## src/rtl/aes_block_assembler.sv

```systemverilog
// Purpose : packs WORD_W-bit beats into 128-bit row-major blocks (byte 0 in [127:120]),
//           zero-pads a short final block and reports valid bytes at one-beat granularity.
// Latency : block registered on the edge that accepts its completing beat; 1 beat/clk when m_ready=1.
// Backpr. : s_ready = ~m_valid | m_ready; the held block stays stable until it is drained.
// Option  : define AES_ASM_TRANSPOSE_EN to register m_block in column order (output byte 4a+b
//           = assembled byte 4b+a). Padding is applied first and no latency is added.
module aes_block_assembler #(
  parameter int WORD_W = 32  // 8, 16 or 32
) (
  input  logic              clk,
  input  logic              rst_n,
  input  logic [WORD_W-1:0] s_data,
  input  logic              s_valid,
  input  logic              s_last,
  output logic              s_ready,
  output logic [127:0]      m_block,
  output logic [4:0]        m_nbytes,
  output logic              m_last,
  output logic              m_valid,
  input  logic              m_ready
);

  localparam int BEATS       = 128 / WORD_W;
  localparam int CNT_W       = (BEATS > 1) ? $clog2(BEATS) : 1;
  localparam int BYTES_PER_B = WORD_W / 8;

  localparam logic [CNT_W-1:0] LAST_SLOT = CNT_W'(BEATS - 1);

  // Beat position inside the block being assembled and the partial block itself.
  logic [CNT_W-1:0] beat_cnt;
  logic [127:0]     asm_reg;

  // Handshake decode.
  logic beat_fire;
  logic completing;
  logic drain;

  // Next-state views of the assembly register and the outgoing block.
  logic [127:0] asm_ins;
  logic [127:0] keep_mask;
  logic [127:0] blk_padded;
  logic [127:0] blk_out;
  logic [4:0]   nbytes_next;

  // Output byte 4a+b takes assembled byte 4b+a: rows become columns.
  function automatic logic [127:0] col_order(input logic [127:0] r);
    logic [127:0] c;
    c = '0;
    for (int a = 0; a < 4; a++) begin
      for (int b = 0; b < 4; b++) begin
        c[127 - 8*(4*a + b) -: 8] = r[127 - 8*(4*b + a) -: 8];
      end
    end
    return c;
  endfunction

  // Input may advance whenever there is no held block or the held block leaves this cycle.
  assign s_ready    = ~m_valid | m_ready;
  assign beat_fire  = s_valid & s_ready;
  assign completing = (beat_cnt == LAST_SLOT) | s_last;
  assign drain      = m_valid & m_ready;

  // Insert the current beat into its slot; beat 0 occupies the most significant word.
  always_comb begin
    int slot_lo;
    asm_ins = asm_reg;
    slot_lo = 128 - (int'(beat_cnt) + 1) * WORD_W;
    asm_ins[slot_lo +: WORD_W] = s_data;
  end

  // Clear every slot after the completing beat so a short block is always zero-padded,
  // independent of whatever the assembly register happens to hold below the write point.
  always_comb begin
    logic [127:0] ones;
    int           shamt;
    ones      = '1;
    shamt     = (int'(beat_cnt) + 1) * WORD_W;
    keep_mask = ~(ones >> shamt);
    blk_padded = asm_ins & keep_mask;
  end

  // Select the register ordering of the outgoing block.
`ifdef AES_ASM_TRANSPOSE_EN
  assign blk_out = col_order(blk_padded);
`else
  assign blk_out = blk_padded;
`endif

  // Byte count reported with the block: whole beats only.
  assign nbytes_next = 5'((int'(beat_cnt) + 1) * BYTES_PER_B);

  // Assembly state: advance on every accepted beat, restart after a completing beat.
  always_ff @(posedge clk) begin
    if (!rst_n) begin
      beat_cnt <= '0;
      asm_reg  <= '0;
    end else if (beat_fire) begin
      if (completing) begin
        beat_cnt <= '0;
        asm_reg  <= '0;
      end else begin
        beat_cnt <= beat_cnt + 1'b1;
        asm_reg  <= asm_ins;
      end
    end
  end

  // Output register: load on a completing beat (replacing a block drained in the same
  // cycle), clear valid on a plain drain, otherwise hold everything stable.
  always_ff @(posedge clk) begin
    if (!rst_n) begin
      m_block  <= '0;
      m_nbytes <= '0;
      m_last   <= 1'b0;
      m_valid  <= 1'b0;
    end else if (beat_fire && completing) begin
      m_block  <= blk_out;
      m_nbytes <= nbytes_next;
      m_last   <= s_last;
      m_valid  <= 1'b1;
    end else if (drain) begin
      m_valid  <= 1'b0;
    end
  end

endmodule
```

## config.mk

```make
export PLATFORM = sky130hd
export DESIGN_NAME = aes_block_assembler
export DESIGN_NICKNAME = d
export VERILOG_FILES = /design/src/rtl/aes_block_assembler.sv
export SDC_FILE = /design/constraint.sdc
export NUM_CORES = 1
export LEC_CHECK = 0
export CORE_ASPECT_RATIO = 0.75
export CORE_MARGIN = 10
export CORE_UTILIZATION = 55
export DETAILED_ROUTE_END_ITERATION = 8
export GPL_ROUTABILITY_DRIVEN = 0
export PLACE_DENSITY = 0.88
export RECOVER_POWER = 25
export SLEW_MARGIN = 15
export SYNTH_ARGS = -nofsm -noshare
export SYNTH_HDL_FRONTEND = slang
export SYNTH_SLANG_ARGS = --single-unit
```

## constraint.sdc

```tcl
create_clock -name clk -period 4.4 [get_ports clk]
set_input_delay 1.32 -clock clk [delete_from_list [all_inputs] [get_ports clk]]
set_output_delay 1.32 -clock clk [all_outputs]
set_load 0.02 [all_outputs]
```

==> results.md <==
- Status: finished with violations
- Failing checks: capacitance limit, slew limit
- Pwr Density: 402 nW/um2
- Hold Path Depth: 2
- Endpoint class of the critical path: primary output
- Post-route ant nets: 0
- DIE AREA: ~21000 um2
- Core area: between 15000 and 20000 um2
- RR Endpoint: m_block[123]
- # Post-CTS Setup Buffers: 0
- Max-Cap Viols: 1
- Initial Util: 56.4%
- Largest cells by area after synthesis: dfxtp_1 (54%), o21ai_0 (7.3%), nand3_1 (5.8%), nor2b_1 (4.7%), a31oi_1 (4.6%)
- Post-route DRC: 0
- Drt initial violations: ~1000
- WP data arrival: roughly 2.6 ns
- Hold Crit Endpoint: asm_reg[36]
- Min cycle time layout: ~3.9 ns
- EDFF count, synth: 0
- RSZ-0062 raised after global routing: no
- Setup TNS: 0 ns
- Peak supply drop: 0.284 mV
- CTS Buf Count: 22
- Top cell type's share of synthesized area: between 50% and 60%
- Rel. slew slack: -0.983%
- Worst clock skew: between 0.01 and 0.015 ns
- Mapped Avg Cell Area: 8.78 um2
- Worst Setup Path Type: input port to primary output
- Max Root-Sink Buffers: 3
- Class of the worst hold path: flip-flop to flip-flop
- Worst r2r src: beat_cnt[0]
- Post-synth top cells: dfxtp_1 (231), o21ai_0 (125), nand2_1 (104)
- Cell Area, Synth: between 8000 and 9000 um2
- Vias in the first global route: between 7000 and 8000
- Register area share after synthesis: between 50% and 60%
- Area growth, synth to finish: 29.2%
- Gr usage total: about a quarter
- IO Pins: about 170
- Max FFs per register: ~130
- Post-synthesis cell count: 981
- CP peak stage delay: 0.63 ns
- Critical Path RT: between 3 and 4 ns
- Post-synth ARST share: 0%
- Vias after detailed routing: roughly 8100
- LEAKAGE: 0.00403 uW
- Most used DFF post-synth: dfxtp_1
- Synthesis-stage register bit count: about 230
- Site Rows: 39
- CTS tree: done
- Post-Route WL: between 20000 and 30000 um
- Largest net degree at the start of global routing: about 130
- Most crowded layer after global routing: met2
- Die height: about 130 um
- Drt pass-1 iters: 7
- CP Launch Type: input port
- GR Util met2: a little over a third
- Cell accounting for the most synthesized area: dfxtp_1
- Clk sink count: about 230
- Grt ovf: 0
- Cts hold-fix bufs: 0
- Latest clock arrival within the worst-skew pair: ~0.50 ns
- Final Cell Area: ~11000 um2
- Routed vias/inst: ~6.1
- # diodes: 0
- Antenna violations before repair: 0
- Reg2reg setup slack: approximately 1.2 ns
- Hold Vio Cnt, Final: 0
- Yosys warns: 0
- FF-to-FF path depth: 6
- GR Util met1: about a third
- Worst-Margin Slew: 1.51 ns
- Die W: 165 um
- First-pass GRT wire length: around 42000 um
- Final setup violation count: 0
- Most common cell in the netlist: dfxtp_1
- Fin nets: roughly 1100
- M3 GR Usage: under 10%
- DP Area: between 10000 and 15000 um2
- H-tree depth: 1
- Max Slew Vio Count: 131
- Layout fillers: around 1200
- Synth cell types: 29
- Avg WL per Cell: 20.8 um
- Upper clock frequency limit: about 260 MHz
- Post-CTS sizing: 0
- Layout cell share with drive strength beyond 1: approximately 5.7%
- Crit-path slowest cell: clkdlybuf4s50_1
- Worst-path clk slew: approximately 0.060 ns
- Clock root buffer: clkbuf_16
- Dpl hpwl: approximately 17000 um
- Crit-path cells: dlygate4sd3_1 -> nand2b_1 -> clkdlybuf4s50_1
- Crit-path max FO: 2
- Period utilization: about nine tenths
- Number of port buffers: between 150 and 200
- Min-delay src: asm_reg[36]
critical path, delay by kind of cell:
kind          cells  cell delay [ns]
simple gates      1             0.12
buf+inv           2             1.16
cells in the final DEF, fill, tap and decap left out, types with 34 or more instances in the layout:
| cell type | netlist | routed |
|---|---|---|
| dfxtp_1 | 231 | 231 |
| nand2_1 | 104 | 104 |
| o21ai_0 | 125 | 138 |
| dlygate4sd3_1 | 0 | 35 |
| nor2b_1 | 65 | 64 |
| clkdlybuf4s50_1 | 0 | 134 |
| nor2_1 | 35 | 34 |
| nand3_1 | 99 | 99 |
| a31oi_1 | 64 | 64 |
| a21oi_1 | 39 | 38 |
report_power, final:
part | switching [uW] | internal [uW] | leakage, uW
clock | 780 | 1190 | 0.000378
sequential | 21.2 | 2130 | 0.00187
combinational | 248 | 115 | 0.00179
per-stage QoR:
stage | std cells | power (uW) | setup slack [ns] | util, % | hold WS (ns)
floorplan | 982 | 2380 | 1.42 | - | 0.417
global placement | 1277 | 2540 | 0.580 | 67.9 | 0.425
detailed placement | 1277 | 2550 | 0.557 | 67.9 | 0.434
CTS | 1316 | 4480 | 0.544 | 72.9 | 0.449
global route | 1317 | 4600 | 0.442 | 72.9 | 0.470
finish | 1317 | 4480 | 0.480 | 72.9 | 0.445
layout make-up:
cell class / count / area, um2 / area share, %
sequential: 231 / 4620 / 41.6
multi-input combinational: 650 / 3620 / 32.5
timing repair buffer: 188 / 1850 / 16.6
clock buffer: 34 / 687 / 6.17
tap: 205 / 256 / 2.30
clock inverter: 5 / 75.1 / 0.675
inverter: 4 / 15.0 / 0.135
worst max path at each step:
stage | start | to | slack, ns
after global routing | m_ready | s_ready | 0.44
final | m_ready | s_ready | 0.48
after detailed placement | m_ready | s_ready | 0.56
after global placement | m_ready | s_ready | 0.58
after floorplan | m_ready | s_ready | 1.42
after CTS | m_ready | s_ready | 0.54
kinds of logic after synthesis:
group	synth area share (%)
buffers and inverters	4.81
other	0.0435
flip-flops	53.7
multiplexers	0.116
AND/OR/NAND/NOR	17.6
adder cells (fa/ha/maj)	0.871
AO/OA/AOI/OAI	22.8
routing by layer:
layer,share of wire (%),wire length (um),vias up
met5,0,0,-
met4,1.4,380,0
met3,13,3490,39
li1,-,-,3726
met2,45,12200,420
met1,41,11200,3888
(Power assumes the default switching activity.)
